File: src/rtl/vga_game_pkg.sv
// vga_game_pkg: shared button-conditioning types, button indices and 50 MHz timing defaults.
package vga_game_pkg;
    typedef enum logic [1:0] {IDLE, PRESS_WAIT, HELD, RELEASE_WAIT} btn_state_t;
    localparam int BTN_P1_UP = 0;
    localparam int BTN_P1_DOWN = 1;
    localparam int BTN_P2_UP = 2;
    localparam int BTN_P2_DOWN = 3;
    localparam int BTN_COUNT = BTN_P2_DOWN + 1;
    localparam int CLK_HZ = 50_000_000;
    localparam int DEBOUNCE_DEFAULT = CLK_HZ / 100;
    localparam int REPEAT_DELAY_DEFAULT = CLK_HZ / 2;
    localparam int REPEAT_PERIOD_DEFAULT = CLK_HZ / 10;
endpackage

File: src/rtl/debounce_channel.sv
// debounce_channel: synchronizer, debounce FSM and press/release pulses for one button.
// Defining BTN_AUTOREPEAT_EN adds repeat press pulses while the button stays held.
module debounce_channel
    import vga_game_pkg::*;
#(
    parameter int SYNC_STAGES = 2,
    parameter int DEBOUNCE_CYCLES = DEBOUNCE_DEFAULT,
    parameter int REPEAT_DELAY = REPEAT_DELAY_DEFAULT,
    parameter int REPEAT_PERIOD = REPEAT_PERIOD_DEFAULT
) (
    input  logic clk,
    input  logic rst,
    input  logic raw,
    output logic level,
    output logic press,
    output logic rel
);
    localparam int CW = $clog2(DEBOUNCE_CYCLES + 1);
    localparam logic [CW-1:0] LAST = CW'(DEBOUNCE_CYCLES - 1);
    logic [SYNC_STAGES-1:0] sync;
    logic s;
    btn_state_t state;
    logic [CW-1:0] cnt;
    assign s = sync[SYNC_STAGES-1];
    generate
        if (SYNC_STAGES < 2 || DEBOUNCE_CYCLES < 1 || REPEAT_DELAY < 1 || REPEAT_PERIOD < 1) begin : g_bad_params
            $error("debounce_channel: invalid parameters");
        end
    endgenerate
`ifdef BTN_AUTOREPEAT_EN
    localparam int RW = $clog2((REPEAT_DELAY > REPEAT_PERIOD ? REPEAT_DELAY : REPEAT_PERIOD) + 1);
    logic [RW-1:0] rc;
    logic [RW-1:0] rc_next;
    logic rep_first;
    assign rc_next = rc + RW'(1);
`endif
    always_ff @(posedge clk) begin
        if (rst) begin
            sync <= '0;
            state <= IDLE;
            cnt <= '0;
            level <= 1'b0;
            press <= 1'b0;
            rel <= 1'b0;
`ifdef BTN_AUTOREPEAT_EN
            rc <= '0;
            rep_first <= 1'b1;
`endif
        end else begin
            sync <= {sync[SYNC_STAGES-2:0], raw};
            press <= 1'b0;
            rel <= 1'b0;
            case (state)
                IDLE: if (s) begin
                    cnt <= '0;
                    state <= PRESS_WAIT;
                end
                PRESS_WAIT: if (!s) begin
                    cnt <= '0;
                    state <= IDLE;
                end else if (cnt == LAST) begin
                    cnt <= '0;
                    state <= HELD;
                    level <= 1'b1;
                    press <= 1'b1;
`ifdef BTN_AUTOREPEAT_EN
                    rc <= '0;
                    rep_first <= 1'b1;
`endif
                end else cnt <= cnt + CW'(1);
                HELD: if (!s) begin
                    cnt <= '0;
                    state <= RELEASE_WAIT;
                end
`ifdef BTN_AUTOREPEAT_EN
                // repeat counter only advances on cycles that stay in HELD
                else if (rc_next == (rep_first ? RW'(REPEAT_DELAY) : RW'(REPEAT_PERIOD))) begin
                    press <= 1'b1;
                    rc <= '0;
                    rep_first <= 1'b0;
                end else rc <= rc_next;
`endif
                RELEASE_WAIT: if (s) begin
                    cnt <= '0;
                    state <= HELD;
                end else if (cnt == LAST) begin
                    cnt <= '0;
                    state <= IDLE;
                    level <= 1'b0;
                    rel <= 1'b1;
`ifdef BTN_AUTOREPEAT_EN
                    rc <= '0;
                    rep_first <= 1'b1;
`endif
                end else cnt <= cnt + CW'(1);
                default: state <= IDLE;
            endcase
        end
    end
endmodule

File: src/rtl/btn_conditioner.sv
// btn_conditioner: independent sync/debounce/edge-detect for each push-button channel.
// Defining BTN_AUTOREPEAT_EN enables auto-repeat press pulses; ports are unchanged.
module btn_conditioner
    import vga_game_pkg::*;
#(
    parameter int N_BTN = BTN_COUNT,
    parameter int SYNC_STAGES = 2,
    parameter int DEBOUNCE_CYCLES = DEBOUNCE_DEFAULT,
    parameter int REPEAT_DELAY = REPEAT_DELAY_DEFAULT,
    parameter int REPEAT_PERIOD = REPEAT_PERIOD_DEFAULT
) (
    input  logic             clk,
    input  logic             rst,
    input  logic [N_BTN-1:0] btn_raw,
    output logic [N_BTN-1:0] btn_level,
    output logic [N_BTN-1:0] btn_press,
    output logic [N_BTN-1:0] btn_release
);
    for (genvar i = 0; i < N_BTN; i++) begin : g_ch
        debounce_channel #(
            .SYNC_STAGES(SYNC_STAGES),
            .DEBOUNCE_CYCLES(DEBOUNCE_CYCLES),
            .REPEAT_DELAY(REPEAT_DELAY),
            .REPEAT_PERIOD(REPEAT_PERIOD)
        ) u_ch (
            .clk(clk),
            .rst(rst),
            .raw(btn_raw[i]),
            .level(btn_level[i]),
            .press(btn_press[i]),
            .rel(btn_release[i])
        );
    end
endmodule

File: config.mk
export PLATFORM = sky130hd
export DESIGN_NAME = btn_conditioner
export DESIGN_NICKNAME = d
export VERILOG_FILES = /design/src/rtl/vga_game_pkg.sv /design/src/rtl/debounce_channel.sv /design/src/rtl/btn_conditioner.sv
export SDC_FILE = /design/constraint.sdc
export NUM_CORES = 1
export LEC_CHECK = 0
export CAP_MARGIN = 20
export CORE_MARGIN = 2
export CORE_UTILIZATION = 40
export CTS_BUF_LIST = sky130_fd_sc_hd__clkbuf_16
export CTS_CLUSTER_DIAMETER = 30
export CTS_CLUSTER_SIZE = 25
export DETAILED_ROUTE_END_ITERATION = 10
export DONT_BUFFER_PORTS = 1
export GPL_ROUTABILITY_DRIVEN = 0
export RECOVER_POWER = 50
export SYNTH_ARGS = -nofsm -noshare
export SYNTH_HDL_FRONTEND = slang
export SYNTH_SLANG_ARGS = --single-unit
File: constraint.sdc
create_clock -name clk -period 2.6 [get_ports clk]
set_input_delay 0.39 -clock clk [delete_from_list [all_inputs] [get_ports clk]]
set_output_delay 0.39 -clock clk [all_outputs]
set_load 0.05 [all_outputs]
Word level (Yosys, flattened, before mapping). Cells that the tools add are included.

Bitwise gates (word level): 12. Add/subtract/negate cells: 4. Reduce and logical (&&, ||, !) cells: 28. Equal/unequal tests: 48. Multiplexer cells: 76.

Operator list (count): $mux 19 (20); $pmux 19 s4 (4); $add 19x1->19 const B (4); $eq 19x19->1 const B (4); $mux 2 (24); $ne 2x1->1 const B (16); $pmux 2 s4 (4); $reduce_or 3->1 (8); $mux 1 (20); $reduce_and 5->1 (4); $eq 2x2->1 const B (8); $ne 2x2->1 const B (8); $reduce_and 4->1 (4); $ne 3x1->1 const B (4); $ne 3x3->1 const B (4); $not 1->1 (12); $eq 2x1->1 const B (4); $logic_not 2->1 (4); $pmux 1 s2 (4); $reduce_and 2->1 (4); $reduce_bool 2->1 (4).

Output and inout bits: 12. Flip-flop bits (word level): 104. Word-level logic and storage cells: 192. Input port bits: 6.

Logic depth before layout (Yosys ltp). Gate-level depths: netlist of run 1.

Word-level depth: 4. Gate-level depth with buffers: 8. Gate-level depth less buffers: 6.

Modules after synthesis. From an unflattened synthesis of run 1, not the netlist that was laid out.

Cell total of the unflattened synthesis: 597. Area total of the unflattened synthesis: 5031.1 um^2.

Modules (own cells, without submodules): debounce_channel at g_ch[0].u_ch ... (cells each 149, times used 3, area each 1246.2 um^2); debounce_channel at g_ch[3].u_ch (cells each 150, times used 1, area each 1292.5 um^2).

Worst setup path after synthesis of run 1. Ideal clock, no wire load.

Path type: register to register. Start point: register g_ch[1].u_ch.cnt[7]. End point: register g_ch[1].u_ch.cnt[18]. Data required time: 2.483 ns. Setup time: 0.117 ns. Clock period less this slack: 1.937 ns. Slack: 0.663 ns. Arrival: 1.821 ns. Cell stages (with the launch flop): 8. Path through: dfxtp_1 -> buf_6 -> or4b_4 -> nor4_4 -> a211oi_2 -> buf_6 -> a21o_1 -> a22o_1.

Cells in the longest elaborated chain, start to end: 4.

RTL lines: start: declaration (line debounce_channel.sv:23) `logic [CW-1:0] cnt;`; start signal: assignment (line debounce_channel.sv:70) `end else cnt <= cnt + CW'(1);`; start signal: assignment (line debounce_channel.sv:95) `end else cnt <= cnt + CW'(1);`; $add 19x1->19 / $eq 19x19->1 (equally long branches); $mux 19 * (line debounce_channel.sv:61, debounce_channel.sv:86); $mux 19, on equally long branches (line debounce_channel.sv:83, debounce_channel.sv:58); $pmux 19 s4 * (line debounce_channel.sv:53) `case (state)`.

Mark *: on every way between the ends. The rest lies on a longest branch, timed or not. A chain may end at the register's enable or synchronous reset.

Worst setup path in the final report of run 1.
Start point: register g_ch[2].u_ch.cnt[0]. End point: register g_ch[2].u_ch.cnt[6].

Cells in the longest elaborated chain, start to end: 4.

RTL lines (line): start: declaration (debounce_channel.sv:23); start signal: assignment (debounce_channel.sv:70); start signal: assignment (debounce_channel.sv:95); $add 19x1->19 / $eq 19x19->1 (equally long branches); $mux 19 * (debounce_channel.sv:61, debounce_channel.sv:86); $mux 19, on equally long branches (debounce_channel.sv:83, debounce_channel.sv:58); $pmux 19 s4 * (debounce_channel.sv:53).

Marked as above.

==> flow_summary_export.csv, run 1 <==
group,metric,value,unit
timing,hold_viol,0,
global_route,grt_max_degree,61,
floorplan,die_h,118,um
clocking,cts_resized,0,
placed_design,pre_cts_ws,268,ps
floorplan,die_area,13800,um2
synthesis,synth_cell_types,56,
clocking,clk_path_buf_depth,2,
synthesis,synth_top_family_by_area,"simple AND/OR/NAND/NOR gates",
final_layout,final_cell_mix,"dfxtp_1, nand2_1, a21oi_1, nor2_1, nand3_1",
timing,clock_skew,7.44,ps
placed_design,dp_cells,768,
floorplan,die_x,118,um
detailed_routing,postRouteAntennaNets,0,
timing,worst_slew_pin_slew,771,ps
pwr,p_leak,0.00186,uW
clocking,cts_tree,"yes",
critical_path,crit_path_start_kind,"flop",
detailed_routing,dr.pass1.iters,6,
synthesis,synth_fa_ha_area_share,0.969,%
clocking,ctsHoldBuffers,0,
timing,rsz0062_at_grt,"no",
floorplan,initial_core_util,40.9,%
global_route,grt_pass1_wl,19200,um
detailed_routing,drc,0,
timing,fmax,451,MHz
pwr,powerDensity,570,nW/um2
critical_path,arrival,2460,ps
timing,setup_violations,0,
synthesis,synth_cells,621,
clocking,htreeDepth,3,
critical_path,max_stage_delay,390,ps
final_layout,finalNonFillerCells,786,
critical_path,cp.buffers_inverters,1,
timing,worst_slack,384,ps
synthesis,synth-main-ff-cell,"dfxtp_1",
critical_path,crit_top_cell,"and4_1",
detailed_routing,via_per_inst,5.66,
critical_path,reg2reg_to,"g_ch[2].u_ch.cnt[6]",
min_path,hold_path.class,"input port to flop",
outcome,status,"completed",
critical_path,critical_path_class,"flop to flop",
final_layout,layout_commonest_cell,"dfxtp_1",
flow_run,cap_viol_max_count,0,
timing,relSlewSlack,48.2,%
final_layout,diodes,0,
synthesis,synth_area,5160,um2
clocking,cts-root-buf,"clkbuf_16",
critical_path,worstReg2RegStart,"g_ch[2].u_ch.cnt[0]",
synthesis,synth.mux.area_fraction,3.10,%
clocking,clock-sinks,104,
min_path,hold_depth,1,
synthesis,synthesis.nets,631,
critical_path,crit_family,"simple AND/OR/NAND/NOR gates",
global_route,antenna_found_initial,0,
final_layout,drive_gt1_share,5.86,%
clocking,clk_pin_slew,70,ps
synthesis,synth-compound-area-share,18.1,%
floorplan,ios,18,
critical_path,path_cells,"ha_1, and4_1, and4_1, a211oi_1, clkbuf_2, and3_1, a221o_1",
synthesis,synth-edff-count,0,
timing,period_share,85.2,%
clocking,numCtsBuffers,9,
detailed_routing,num_vias,4449,
pwr,peakVddDrop,0.371,mV
synthesis,synth_warnings,0,
detailed_routing,drt_wl_total,11000,um
global_route,grt_usage,16.5,%
critical_path,r2r_cells,7,
synthesis,ys_async_sr_fraction,0,%
final_layout,area_growth,7.49,%
placed_design,io_buffers,0,
detailed_routing,drt_iter0_markers,363,
min_path,min_delay_worst_endpoint,"g_ch[3].u_ch.sync[0]",
critical_path,ff2ff_setup_slack,380,ps
timing,finalCriticalPeriod,2220,ps
placed_design,dpl.hpwl,7490,um
clocking,cts_setup_buffers,0,
detailed_routing,wire_per_inst,14.1,um
final_layout,fin_nets,619,
floorplan,fp.coreArea,12600,um2
timing,finalMaxSlewViolations,0,
critical_path,cp_data_required_time,2840,ps
critical_path,critPathMaxFanout,23,
synthesis,synth_xor_area_share,2.04,%
critical_path,end_kind,"flop",
synthesis,ys_seq_area_share,40.3,%
global_route,grt-ovfl-total,0,
synthesis,yosys.area_share.simple,29.9,%
min_path,min_from,"rst",
critical_path,cp_slowest_cell,"dfxtp_1",
clocking,insertion_delay,350,ps
synthesis,yosys_register_bits,104,
floorplan,rows,41,
global_route,grt_pass1_vias,4109,
timing,tns,0,ps
synthesis,syn_avg_cell_area,8.32,um2
## worst max path at each step
stage | to | cells past startpoint | slack [ps] | startpoint
floorplan | g_ch[1].u_ch.cnt[18] | 7 | 660 | g_ch[1].u_ch.cnt[7]
global placement | g_ch[1].u_ch.cnt[5] | 7 | 340 | g_ch[1].u_ch.cnt[0]
detailed placement | g_ch[1].u_ch.cnt[5] | 7 | 270 | g_ch[1].u_ch.cnt[0]
CTS | g_ch[1].u_ch.cnt[5] | 7 | 260 | g_ch[1].u_ch.cnt[0]
global route | g_ch[2].u_ch.cnt[6] | 7 | 260 | g_ch[2].u_ch.cnt[0]
finish | g_ch[2].u_ch.cnt[6] | 7 | 380 | g_ch[2].u_ch.cnt[0]
## layer usage
layer / vias to the layer above / track usage (%) / part of all wire (%)
met5: - / 0 / 0
met1: 2104 / 22.0 / 49
li1: 2272 / - / -
met3: 8 / 4.84 / 3.7
met4: 0 / 4.44 / 0.91
met2: 65 / 26.2 / 47
## final cells by class
class / count / area (um2)
Fill cell: 1269 / 7070
Multi-Input combinational cell: 463 / 2780
Sequential cell: 104 / 2080
Clock buffer: 9 / 225
Tap cell: 172 / 215
Timing Repair Buffer: 12 / 91.3
Clock inverter: 7 / 87.6
Inverter: 19 / 71.3
## where the power goes
part,internal (uW),leakage (uW),switching [uW]
clock,835,0.000150,603
combinational,33.5,0.000866,49.7
sequential,1610,0.000840,33.7
total,2480,0.00186,687
## sequential cells by signal, indices dropped and copies added (netlist names), named ones only
| signal | flops |
|---|---|
| g_ch.u_ch.press | 4 |
| g_ch.u_ch.state | 4 |
| g_ch.u_ch.sync | 8 |
| g_ch.u_ch.rel | 4 |
| g_ch.u_ch.cnt | 76 |
| g_ch.u_ch.level | 4 |
## cell families (layout without fill, tap and decap cells)
kind of cell / after synthesis / in the layout
flip-flops: 104 / 104
buffers and inverters: 54 / 47
multiplexers: 16 / 16
AND/OR/NAND/NOR: 278 / 278
adder cells (fa/ha/maj): 4 / 4
AO/OA/AOI/OAI: 153 / 153
XOR/XNOR: 12 / 12
## cells in the mapped netlist, types with 3 or more instances
library cell  instances  share of area, %
o22ai_1               3              0.36
xnor2_1               3              0.51
and4_1                5              0.85
buf_4                12               1.7
xor2_1                9               1.5
and2_1                4              0.48
or4_1                 5              0.73
or4b_1                3              0.58
a21oi_1              56               5.4
dfxtp_1             104                40
clkbuf_1             11              0.80
nor4_1               16               1.9
o211ai_1              5              0.73
o21ai_0              29               2.8
a211oi_2              3              0.73
ha_1                  4              0.97
inv_1                19               1.4
nor2_1               42               3.1
and3_1               11               1.3
a22oi_1               5              0.73
or3_1                11               1.3
nor2b_1              13               1.6
a31oi_1              27               3.3
mux2i_1              16               3.1
or2_2                 5              0.61
nor3b_1               7               1.0
nand3b_1              5              0.73
nor3_1               15               1.5
buf_6                 4              0.87
nand2_1              60               4.4
a22o_1                7               1.2
nand4_1              22               2.7
nand2b_1              5              0.61
nand3_1              33               3.2
nand4b_1              4              0.68
buf_2                 6              0.58
a21o_1                5              0.73
## metrics by stage
| step | power (uW) | utilization [%] | area (um2) | hold WS, ps |
|---|---|---|---|---|
| global route | 3290 | 44.0 | 5550 | 79.2 |
| CTS | 3210 | 44.0 | 5550 | 84.8 |
| global placement | 1760 | 41.5 | 5240 | 423 |
| finish | 3160 | 44.0 | 5550 | 107 |
| floorplan | 1750 | - | 5160 | 414 |
| detailed placement | 1760 | 41.5 | 5240 | 430 |
Note: power is estimated with default switching activity, not from simulation.
==> run 2, diff against run 1 <==
--- a/config.mk
+++ b/config.mk
@@ -7,7 +7,7 @@
 export LEC_CHECK = 0
 export CAP_MARGIN = 20
 export CORE_MARGIN = 2
-export CORE_UTILIZATION = 40
+export CORE_UTILIZATION = 30
 export CTS_BUF_LIST = sky130_fd_sc_hd__clkbuf_16
 export CTS_CLUSTER_DIAMETER = 30
 export CTS_CLUSTER_SIZE = 25
==> run 2 against run 1 <==
Clock-buffer cell count unchanged. Clock skew about the same. Sequential cell count unchanged. Die area increased by 32%. Fmax decreased by 2.8%. Register-to-register slack got worse by 60 ps. First-iteration DRC count decreased by 6.3%. Sequential share of layout area decreased by 0.42 points. Worst setup slack got worse by 63 ps. Via count decreased by 1.3%. Cell count increased by 6.5%. Critical path depth unchanged. Critical path type unchanged.
==> flow_summary_export.csv, run 2 (synthesis results as in run 1) <==
group,metric,value,unit
detailed_routing,drc,0,
critical_path,crit_path_start_kind,"flop",
timing,worst_slack,321,ps
critical_path,startpoint,"g_ch[1].u_ch.cnt[0]",
timing,clock_skew,7.91,ps
clocking,numCtsBuffers,9,
critical_path,cp.depth,7,
final_layout,area_growth,8.70,%
final_layout,diodes,0,
detailed_routing,dr.pass1.iters,5,
floorplan,ios,18,
floorplan,fp.coreArea,16700,um2
pwr,p_leak,0.00185,uW
global_route,antenna_found_initial,0,
floorplan,rows,47,
final_layout,largest_reg_flops,76,
floorplan,initial_core_util,30.9,%
final_layout,layout_commonest_cell,"dfxtp_1",
clocking,htreeDepth,3,
placed_design,dpl.hpwl,7580,um
critical_path,path_cells,"ha_1, nand4_1, nor2_1, a211oi_2, buf_4, nand2_1, o31ai_1",
clocking,clk_pin_slew,70,ps
critical_path,cp_slowest_cell,"a211oi_2",
final_layout,fin_nets,622,
critical_path,crit_family,"compound AO/OA/AOI/OAI gates",
clocking,clock-sinks,104,
flow_run,cap_viol_max_count,0,
critical_path,reg2reg_to,"g_ch[1].u_ch.cnt[9]",
clocking,insertion_delay,360,ps
placed_design,io_buffers,0,
global_route,grt-ovfl-total,0,
final_layout,top_regs,"g_ch.u_ch.cnt x76, g_ch.u_ch.sync x8",
clocking,cts_tree,"yes",
floorplan,die_x,135,um
pwr,power,3090,uW
critical_path,critPathMaxFanout,17,
timing,tns,0,ps
critical_path,cp_data_required_time,2870,ps
floorplan,die_area,18300,um2
detailed_routing,drt_iter0_markers,340,
global_route,grt_pass1_vias,3945,
min_path,hold_path.class,"input port to flop",
timing,hold_viol,0,
clocking,clk_path_buf_depth,2,
final_layout,drive_gt1_share,6.48,%
critical_path,ff2ff_setup_slack,320,ps
critical_path,worstReg2RegStart,"g_ch[1].u_ch.cnt[0]",
critical_path,r2r_cells,7,
critical_path,crit_end,"g_ch[1].u_ch.cnt[9]",
timing,relSlewSlack,34.2,%
detailed_routing,drt_wl_total,11000,um
timing,period_share,87.7,%
timing,setup_violations,0,
final_layout,final_cell_mix,"dfxtp_1, nand2_1, a21oi_1, nor2_1, nand3_1",
clocking,cts_resized,0,
pwr,powerDensity,550,nW/um2
placed_design,dp_cells,821,
global_route,grt_usage,12.6,%
outcome,status,"completed",
final_layout,regMostFlops,"g_ch.u_ch.cnt",
critical_path,critical_path_class,"flop to flop",
clocking,ctsHoldBuffers,0,
timing,finalCriticalPeriod,2280,ps
placed_design,pre_cts_ws,333,ps
clocking,cts_setup_buffers,0,
critical_path,cp.buffers_inverters,1,
final_layout,fin_util,33.6,%
clocking,cts-root-buf,"clkbuf_16",
global_route,grt_pass1_wl,18800,um
timing,worst_slew_pin_slew,986,ps
detailed_routing,postRouteAntennaNets,0,
pwr,peakVddDrop,0.310,mV
critical_path,arrival,2550,ps
final_layout,finalNonFillerCells,837,
floorplan,die_h,135,um
critical_path,max_stage_delay,840,ps
global_route,grt_max_degree,61,
timing,fmax,439,MHz
timing,finalMaxSlewViolations,0,
detailed_routing,wire_per_inst,13.1,um
detailed_routing,via_per_inst,5.25,
final_layout,fill_cells,1782,
timing,rsz0062_at_grt,"no",
critical_path,end_kind,"flop",
detailed_routing,num_vias,4392,
## run 2: changes by cell type in the layout (fill, tap and decap cells not counted), sizes merged
cell,previous run,this run
clkbuf,11,12
clkinvlp,2,3
bufinv,2,1
buf,10,12
## run 2: cell type report
cell class,instances,area [um2],area share (%)
timing repair buffer,15,106,1.89
multi-input combinational,463,2780,49.6
clock inverter,7,70.1,1.25
sequential,104,2080,37.1
clock buffer,9,225,4.01
inverter,19,71.3,1.27
tap,220,275,4.90
## run 2: power breakdown
group / leakage (uW) / switching [uW] / internal [uW] / total, uW
registers: 0.000840 / 35.5 / 1610 / 1640
logic: 0.000877 / 49.1 / 33.4 / 82.5
clock network: 0.000135 / 620 / 745 / 1360
## run 2: through the flow
| stage | hold slack [ps] | area (um2) |
|---|---|---|
| finish | 101 | 5610 |
| global route | 83.3 | 5610 |
| CTS | 82.4 | 5640 |
| detailed placement | 446 | 5340 |
| global placement | 443 | 5330 |
| floorplan | 414 | 5160 |
## run 2: worst min-delay path by stage
stage                          from  cells past startpoint  slack, ps                   end
6_report                        rst                      1        100  g_ch[1].u_ch.sync[0]
5_1_grt                         rst                      1         80  g_ch[3].u_ch.cnt[14]
4_1_cts                         rst                      1         80  g_ch[0].u_ch.sync[0]
3_5_place_dp   g_ch[2].u_ch.sync[0]                      1        450  g_ch[2].u_ch.sync[1]
3_3_place_gp   g_ch[2].u_ch.sync[0]                      1        440  g_ch[2].u_ch.sync[1]
2_1_floorplan  g_ch[0].u_ch.sync[0]                      1        410  g_ch[0].u_ch.sync[1]
## run 2: layer usage
layer	vias to the layer above	track usage, %	wire [um]
li1	2271	-	-
met1	2043	16.7	5470
met2	66	20.0	4960
met3	12	3.93	394
met4	0	3.59	161
met5	-	0	0
==> run 3, diff against run 2 <==
--- a/config.mk
+++ b/config.mk
@@ -13,7 +13,6 @@
 export CTS_CLUSTER_SIZE = 25
 export DETAILED_ROUTE_END_ITERATION = 10
 export DONT_BUFFER_PORTS = 1
-export GPL_ROUTABILITY_DRIVEN = 0
 export RECOVER_POWER = 50
 export SYNTH_ARGS = -nofsm -noshare
 export SYNTH_HDL_FRONTEND = slang
==> results of run 3 <==
The final DEF is identical to that of run 2; final timing and power are the same.
